`src/rtl/mem_bus_arbiter.sv`:
```
`default_nettype none
// mem_bus_arbiter: single-outstanding ibus/dbus arbiter onto one memory bus, dbus priority with ibus starvation guard.
// Revision 1.0

module mem_bus_arbiter #(
  parameter int ADDR_W       = 64,
  parameter int DATA_W       = 64,
  parameter int STARVE_LIMIT = 4
) (
  input  logic                clk,
  input  logic                reset,
  input  logic                i_valid,
  input  logic [ADDR_W-1:0]   i_addr,
  output logic                i_data_ok,
  output logic [DATA_W-1:0]   i_data,
  input  logic                d_valid,
  input  logic [ADDR_W-1:0]   d_addr,
  input  logic [2:0]          d_size,
  input  logic [DATA_W/8-1:0] d_strobe,
  input  logic [DATA_W-1:0]   d_wdata,
  output logic                d_data_ok,
  output logic [DATA_W-1:0]   d_data,
  output logic                m_valid,
  output logic [ADDR_W-1:0]   m_addr,
  output logic [2:0]          m_size,
  output logic [DATA_W/8-1:0] m_strobe,
  output logic [DATA_W-1:0]   m_wdata,
  input  logic                m_ready,
  input  logic [DATA_W-1:0]   m_rdata,
  output logic [3:0]          starve_cnt
);

  localparam logic [1:0] IDLE  = 2'd0;
  localparam logic [1:0] GNT_I = 2'd1;
  localparam logic [1:0] GNT_D = 2'd2;
  localparam logic [1:0] RESP  = 2'd3;

  localparam logic [3:0] LIMIT = 4'(STARVE_LIMIT);

  logic [1:0] state;
  logic [1:0] state_nxt;
  logic       owner_d;
  logic       grant_i;
  logic       grant_d;

  always_ff @(posedge clk or negedge reset) begin
    if (!reset) state <= IDLE;
    else        state <= state_nxt;
  end

  always_comb begin
    state_nxt = state;
    case (state)
      IDLE: begin
        if (d_valid && i_valid)
          state_nxt = (starve_cnt >= LIMIT) ? GNT_I : GNT_D;
        else if (d_valid)
          state_nxt = GNT_D;
        else if (i_valid)
          state_nxt = GNT_I;
      end
      GNT_I, GNT_D: if (m_ready) state_nxt = RESP;
      RESP:         state_nxt = IDLE;
      default:      state_nxt = IDLE;
    endcase
  end

  // Handshake outputs decode from state so an async reset clears them at once.
  always_comb begin
    m_valid   = (state == GNT_I) || (state == GNT_D);
    i_data_ok = (state == RESP) && !owner_d;
    d_data_ok = (state == RESP) && owner_d;
  end

  assign grant_i = (state == IDLE) && (state_nxt == GNT_I);
  assign grant_d = (state == IDLE) && (state_nxt == GNT_D);

  always_ff @(posedge clk or negedge reset) begin
    if (!reset) begin
      owner_d    <= 1'b0;
      m_addr     <= '0;
      m_size     <= '0;
      m_strobe   <= '0;
      m_wdata    <= '0;
      i_data     <= '0;
      d_data     <= '0;
      starve_cnt <= '0;
    end else begin
      if (grant_d) begin
        owner_d  <= 1'b1;
        m_addr   <= d_addr;
        m_size   <= d_size;
        m_strobe <= d_strobe;
        m_wdata  <= d_wdata;
        if (i_valid && (starve_cnt != 4'd15))
          starve_cnt <= starve_cnt + 4'd1;
      end
      if (grant_i) begin
        owner_d    <= 1'b0;
        m_addr     <= i_addr;
        m_size     <= 3'd3;
        m_strobe   <= '0;
        m_wdata    <= '0;
        starve_cnt <= '0;
      end
      if ((state == GNT_I) && m_ready) i_data <= m_rdata;
      if ((state == GNT_D) && m_ready) d_data <= m_rdata;
    end
  end

endmodule

`default_nettype wire
```
`config.mk`:
```
export PLATFORM = sky130hd
export DESIGN_NAME = mem_bus_arbiter
export DESIGN_NICKNAME = d
export VERILOG_FILES = /design/src/rtl/mem_bus_arbiter.sv
export SDC_FILE = /design/constraint.sdc
export NUM_CORES = 1
export LEC_CHECK = 0
export ABC_AREA = 1
export BUFFER_PORTS_ARGS = -buffer_cell sky130_fd_sc_hd__buf_2
export CORE_AREA = 2 2 210 212
export CTS_CLUSTER_SIZE = 25
export DETAILED_ROUTE_END_ITERATION = 8
export DIE_AREA = 0 0 212 214
export GPL_ROUTABILITY_DRIVEN = 0
export GPL_TIMING_DRIVEN = 0
export SLEW_MARGIN = 20
export SYNTH_ARGS = -nofsm -noshare
export SYNTH_HDL_FRONTEND = slang
export SYNTH_SLANG_ARGS = --single-unit
```
`constraint.sdc`:
```
create_clock -name clk -period 2.17 [get_ports clk]
set_clock_uncertainty 0.05 [all_clocks]
set_input_delay 0.1085 -clock clk [delete_from_list [all_inputs] [get_ports clk]]
set_output_delay 0.1085 -clock clk [all_outputs]
set_load 0.01 [all_outputs]
```
==> results of run 1 <==
## state kept, by name, summed over array words and instances, names as in the netlist
register,count
starve_cnt,4
m_addr,64
d_data,64
i_data,64
m_wdata,64
owner_d,1
m_strobe,8
state,2
m_size,3
## cells in the mapped netlist (all sizes together)
library cell  count
dfrtp           274
nand2           273
inv             212
nand3           208
o21ai           206
o21bai           64
buf              55
clkbuf           39
nor2             11
ha                5
nand4             2
xor2              1
## worst max-delay path by stage
stage                   from          to  slack (ns)  depth (start not counted)
CTS                 state[0]   m_addr[4]       0.001                         12
floorplan           state[0]  m_addr[10]        0.30                         12
detailed placement  state[0]  m_addr[58]       -0.29                         10
global route        state[1]  m_addr[50]      -0.002                         10
global placement       reset  m_addr[18]       -4.16                          1
finish              state[0]  m_addr[11]        0.12                          8
## worst register-to-register path, stage by stage (launching register included)
cell and delay, ns:
dfrtp_1 0.40, buf_4 0.16, o21ai_1 0.12, nand2_1 0.14, nand2_2 0.21, clkbuf_1 0.47
o21bai_1 0.15, nand3_1 0.16, nand2_1 0.07
## metrics by stage
stage / cells / power, mW / hold slack [ns]
2_1_floorplan: 1350 / 14.77 / -0.2371
3_3_place_gp: 2480 / 19.62 / 0.2980
3_5_place_dp: 2482 / 19.91 / 0.1171
4_1_cts: 2810 / 26.01 / 0.07022
5_1_grt: 2812 / 27.94 / 0.1269
6_report: 2812 / 26.13 / 0.07207
## power by group through the flow
stage               clock, mW  sequential, mW  combinational, mW
finish                   5.43            8.79               11.9
global route             5.74            9.03               13.2
CTS                      5.55            8.74               11.7
detailed placement          0            8.77               11.1
global placement            0            8.71               10.9
floorplan                   0            9.78               4.99
## cell families after synthesis
logic type | Yosys count | share of synthesized area (%)
AND/OR/NAND/NOR | 494 | 18.04
buffers and inverters | 306 | 10.58
flip-flops | 274 | 57.99
AO/OA/AOI/OAI | 270 | 12.78
adder cells (fa/ha/maj) | 5 | 0.5291
XOR/XNOR | 1 | 0.07409
## per-layer routing
metal | track usage [%] | up-vias | share of wire, %
li1 | - | 6006 | -
met1 | 23.70 | 6131 | 38
met2 | 36.17 | 642 | 49
met3 | 5.732 | 155 | 8.7
met4 | 9.225 | 0 | 4.2
met5 | 0 | - | 0
## repair_timing
action | in CTS | in global routing
pin swaps | 2 | 0
hold endpoints to repair | 352 | 0
endpoints found under the setup margin | 233 | 256
hold buffers | 270 | 0
buffers inserted | 5 | 1
gates resized for setup | 17 | 54
## final cells by class
class | instances | area share [%]
well taps | 585 | 3.794
inverters | 212 | 4.124
repair buffers | 823 | 28.78
clock inverters | 13 | 0.9597
clock buffers | 40 | 4.455
flip-flops and latches | 274 | 35.54
diodes | 2 | 0.02594
plain buffers | 93 | 2.795
multi-input cells | 770 | 19.53
==> results_dict.tcl, run 1 <==
set metrics [dict create \
    status "finished, final reports clean" \
    cpMaxStageDelayCell "clkbuf_1" \
    critPathBufInv 2 \
    coreArea_mm2 0.04289 \
    cts_max_path_buffers 3 \
    via_per_inst 4.600 \
    fillers 4045 \
    p_seq_share_pct 33.6 \
    slew-limit-headroom_pct 56.65 \
    critPathCaptureType "flop" \
    r2r-start "state[0]" \
    antenna_found_initial 2 \
    grt_pass1_wl_mm 74.78 \
    num_io_pins 546 \
    mostFrequentLayoutCells "buf_2, dfrtp_1, nand2_1" \
    crit_family "buffers and inverters" \
    arrival_ns 2.46 \
    cts_tree "done" \
    die-height_um 214 \
    power.density_mw_per_mm2 1354 \
    root_buffer "clkbuf_16" \
    final.period_utilization_pct 94.30 \
    grt_max_degree 98 \
    port_buffers 545 \
    worstSkewPairLatency_ns 0.58 \
    yosysSeqAreaShare_pct 57.99 \
    fin_tns_setup_ns 0 \
    area_growth_syn_to_layout_pct 63.19 \
    syn_inst 1350 \
    cp_data_required_time_ns 2.59 \
    swShare_pct 41.49 \
    cts_sinks 274 \
    rrSetupSlack_ns 0.12 \
    clkTransAtPathRegs_ns 0.06 \
    syn-cell-area_mm2 0.01182 \
    multi_input_area_mm2 0.003769 \
    yosysUniqueCellTypes 20 \
    ys_seq_elements 274 \
    via_count 12930 \
    p_comb_share_pct 45.6 \
    drive_above_1_share_pct 30.97 \
    crit_type "flop to flop" \
    ys_warn_count 0 \
    min_path_type "primary input to asynchronous set/reset pin" \
    synth_area_leader_cell "dfrtp_1" \
    crit_top_cell "nand2_1" \
    dieArea_mm2 0.04537 \
    drtPass1Iterations 7 \
    finalWirelength_mm 48.78 \
    placed_cell_area_mm2 0.01535 \
    final_area_mm2 0.01929 \
    wl_per_cell_um 17.35 \
    grt_pass1_vias 13510 \
    hold_violations 0 \
    power_switching_mw 10.84 \
    max-cap-violations 0 \
    drt_iter0_markers 944 \
    start_util_pct 27.57 \
    syn_avg_cell_area_um2 8.758 \
    layout_commonest_cell "buf_2" \
    dp_slack_ns -0.2889 \
    grt_use_total_pct 20.80 \
    numCtsBuffers 31 \
    slew_violations 0 \
    tightest_slew_ns 0.6503 \
    vdd_drop_max_v 0.0007303 \
    fin_ws_ns 0.1238 \
    htree_levels 1 \
    hpwl_mm 33.51 \
    p_leak_nw 10.49 \
    die_w_um 212 \
    nets 2482 \
    setup_violations 0 \
    clock_power_share_pct 20.8 \
    period_minus_slack_ns 2.046 \
    syn-num-nets 1627 \
    num_rows 76 \
    start_kind "flop" \
    max_freq_ghz 0.4887 \
    ant_nets 0 \
    reg2reg_depth 8 \
    cp_cell_sequence "buf_4 > o21ai_1 > nand2_1 > nand2_2 > clkbuf_1 > o21bai_1 > nand3_1 > nand2_1" \
    utilization_pct 44.99 \
    critPathMaxStageDelay_ns 0.47 \
    critPathMaxFanout 10 \
    grt_overflow 0 \
    r2r-end "m_addr[11]" \
    ff_latch_area_mm2 0.006857 \
    internal_power_mw 15.29 \
    drc 0 \
    yosysTopAreaCellShare_pct 57.99 \
    ys_top_cells_by_area "dfrtp_1, nand3_1, nand2_1, inv_1, o21ai_0" \
]
Note: power is estimated with default switching activity, not from simulation.
==> inputs of run 2 (changes only) <==
CORE_AREA = 2 2 212 214   (was 2 2 210 212)
CTS_BUF_LIST = sky130_fd_sc_hd__clkbuf_8   (was not set)
DIE_AREA = 0 0 214 216   (was 0 0 212 214)
RECOVER_POWER = 100   (was not set)
clock period = 2.3 ns   (was 2.17 ns; I/O delays follow)
==> run 2 against run 1 <==
  * First-iteration DRC count shrank 14%
  * Non-clock buffer count shrank 2
  * Register-to-register slack lost 0.02 ns
  * Utilization shrank 2.0 points
  * Via count grew 0.39%
  * Worst setup slack lost 0.016 ns
  * Fmax shrank 6.7%
  * Largest cell class unchanged
  * Largest power group unchanged
==> results_dict.tcl, run 2 (synthesized netlist as in run 1, its figures left out) <==
set metrics [dict create \
    status "finished, final reports clean" \
    via_per_inst 4.559 \
    numCtsBuffers 49 \
    min_path_cells 8 \
    tightest_slew_ns 1.110 \
    internal_power_mw 13.23 \
    fin_tns_setup_ns 0 \
    power.density_mw_per_mm2 1254 \
    start_kind "flop" \
    max_freq_ghz 0.4562 \
    vdd_drop_max_v 0.0006700 \
    arrival_ns 2.62 \
    htree_levels 2 \
    hold_violations 0 \
    drt_iter0_markers 816 \
    start_util_pct 26.97 \
    reg2reg_depth 8 \
    grt_overflow 0 \
    setup_violations 0 \
    drc 0 \
    rrSetupSlack_ns 0.11 \
    port_buffers 545 \
    via_count 12990 \
    drive_above_1_share_pct 18.84 \
    min-delay-start "d_valid" \
    crit_type "flop to flop" \
    clock_power_share_pct 19.7 \
    final.period_utilization_pct 95.31 \
    num_rows 77 \
    placed_cell_area_mm2 0.01538 \
    cts_max_path_buffers 3 \
    final_cells 2848 \
    slew_violations 0 \
    p_comb_share_pct 44.5 \
    cts_tree "done" \
    antenna_found_initial 0 \
    ant_nets 0 \
    nets 2498 \
    p_seq_share_pct 35.8 \
    dieArea_mm2 0.04622 \
    worstSkewPairLatency_ns 0.59 \
    critPathCaptureType "flop" \
    slew-limit-headroom_pct 26.00 \
    swShare_pct 43.94 \
    dp.cells 2490 \
    final_area_mm2 0.01882 \
    r2r-start "starve_cnt[2]" \
    root_buffer "clkbuf_8" \
    grt_max_degree 93 \
    power_switching_mw 10.37 \
    min_path_type "primary input to flop" \
    p_leak_nw 9.574 \
    critPathMaxFanout 10 \
    clkTransAtPathRegs_ns 0.06 \
    wl_per_cell_um 17.17 \
    rsz0062_at_grt "true" \
    period_minus_slack_ns 2.192 \
    num_io_pins 546 \
    die-height_um 216 \
    fin_ws_ns 0.1079 \
    hpwl_mm 34.09 \
    die_w_um 214 \
    drtPass1Iterations 6 \
    area_growth_syn_to_layout_pct 59.21 \
    fillers 4369 \
    cp_data_required_time_ns 2.73 \
    grt_pass1_wl_mm 76.83 \
    num_antenna_cells 0 \
    grt_pass1_vias 13920 \
    finalWirelength_mm 48.90 \
    mostFrequentLayoutCells "clkbuf_1, buf_2, dfrtp_1" \
    layout_commonest_cell "clkbuf_1" \
    min_to "starve_cnt[2]" \
    grt_use_total_pct 20.88 \
    max-cap-violations 0 \
    coreArea_mm2 0.04384 \
    p_total_mw 23.60 \
    dp_slack_ns -0.2461 \
    cts_sinks 274 \
    r2r-end "m_addr[57]" \
]
## run 2: changes by cell type in the layout (fill, tap and decap cells not counted), sizes merged
cell,previous run,this run
dlygate4sd3,270,271
clkinv,6,10
clkbuf,90,394
bufinv,4,2
inv,213,226
buf,596,308
diode,2,0
clkinvlp,2,1
## run 2: power by group through the flow
stage	clock (mW)	combinational (mW)	sequential [mW]
floorplan	0	4.71	9.22
global placement	0	10.3	8.29
detailed placement	0	10.5	8.32
CTS	4.81	11.0	8.32
global route	5.03	11.7	8.66
finish	4.65	10.5	8.44
## run 2: worst max path at each step
stage                  startpoint          to  slack, ns  cells after the start
finish              starve_cnt[2]  m_addr[57]       0.11                      8
global route             state[1]   i_data[1]      -0.05                      7
floorplan                state[0]  m_addr[10]       0.43                     12
detailed placement       state[0]  m_addr[55]      -0.25                     11
global placement            reset  m_addr[26]      -4.06                      1
CTS                      state[1]  i_data[33]       0.01                      6
## run 2: timing repair
| action | 4_1_cts | 5_1_grt |
|---|---|---|
| resized for setup | 13 | 50 |
| buffers inserted | 1 | 0 |
| hold endpoints to repair | 380 | 0 |
| pin swaps | 1 | 0 |
| setup endpoints to repair | 120 | 220 |
| hold buffers | 272 | 0 |
## run 2: per-stage QoR
step           utilization (%)  hold slack (ns)
3_3_place_gp             34.89           0.3050
3_5_place_dp             35.10         -0.02312
4_1_cts                  43.71           0.1700
5_1_grt                  42.94           0.2106
2_1_floorplan                -          -0.2306
6_report                 42.94           0.1880
## run 2: worst max-delay path: stages (launching register included)
cell,delay (ns)
dfrtp_1,0.43
o21ai_1,0.21
nand2_1,0.15
nand2_2,0.20
clkbuf_2,0.35
clkbuf_4,0.34
o21bai_1,0.16
nand3_1,0.12
nand2_1,0.05
## run 2: layout make-up
type	count	area (um2)	area share [%]
sequential	274	6859	36.44
buffer	93	524.3	2.785
multi-input combinational	770	3755	19.95
timing repair buffer	821	5152	27.37
inverter	212	795.8	4.227
clock inverter	27	185.2	0.9837
clock buffer	59	812.0	4.314
tap	592	740.7	3.935
## run 2: layer usage
layer | global-route usage (%) | part of all wire [%] | vias to the layer above | wire length [um]
li1 | - | - | 6043 | -
met1 | 23.85 | 40 | 6165 | 19510
met2 | 36.28 | 49 | 624 | 23900
met3 | 5.680 | 6.8 | 153 | 3344
met4 | 9.814 | 4.4 | 0 | 2137
met5 | 0 | 0 | - | 0
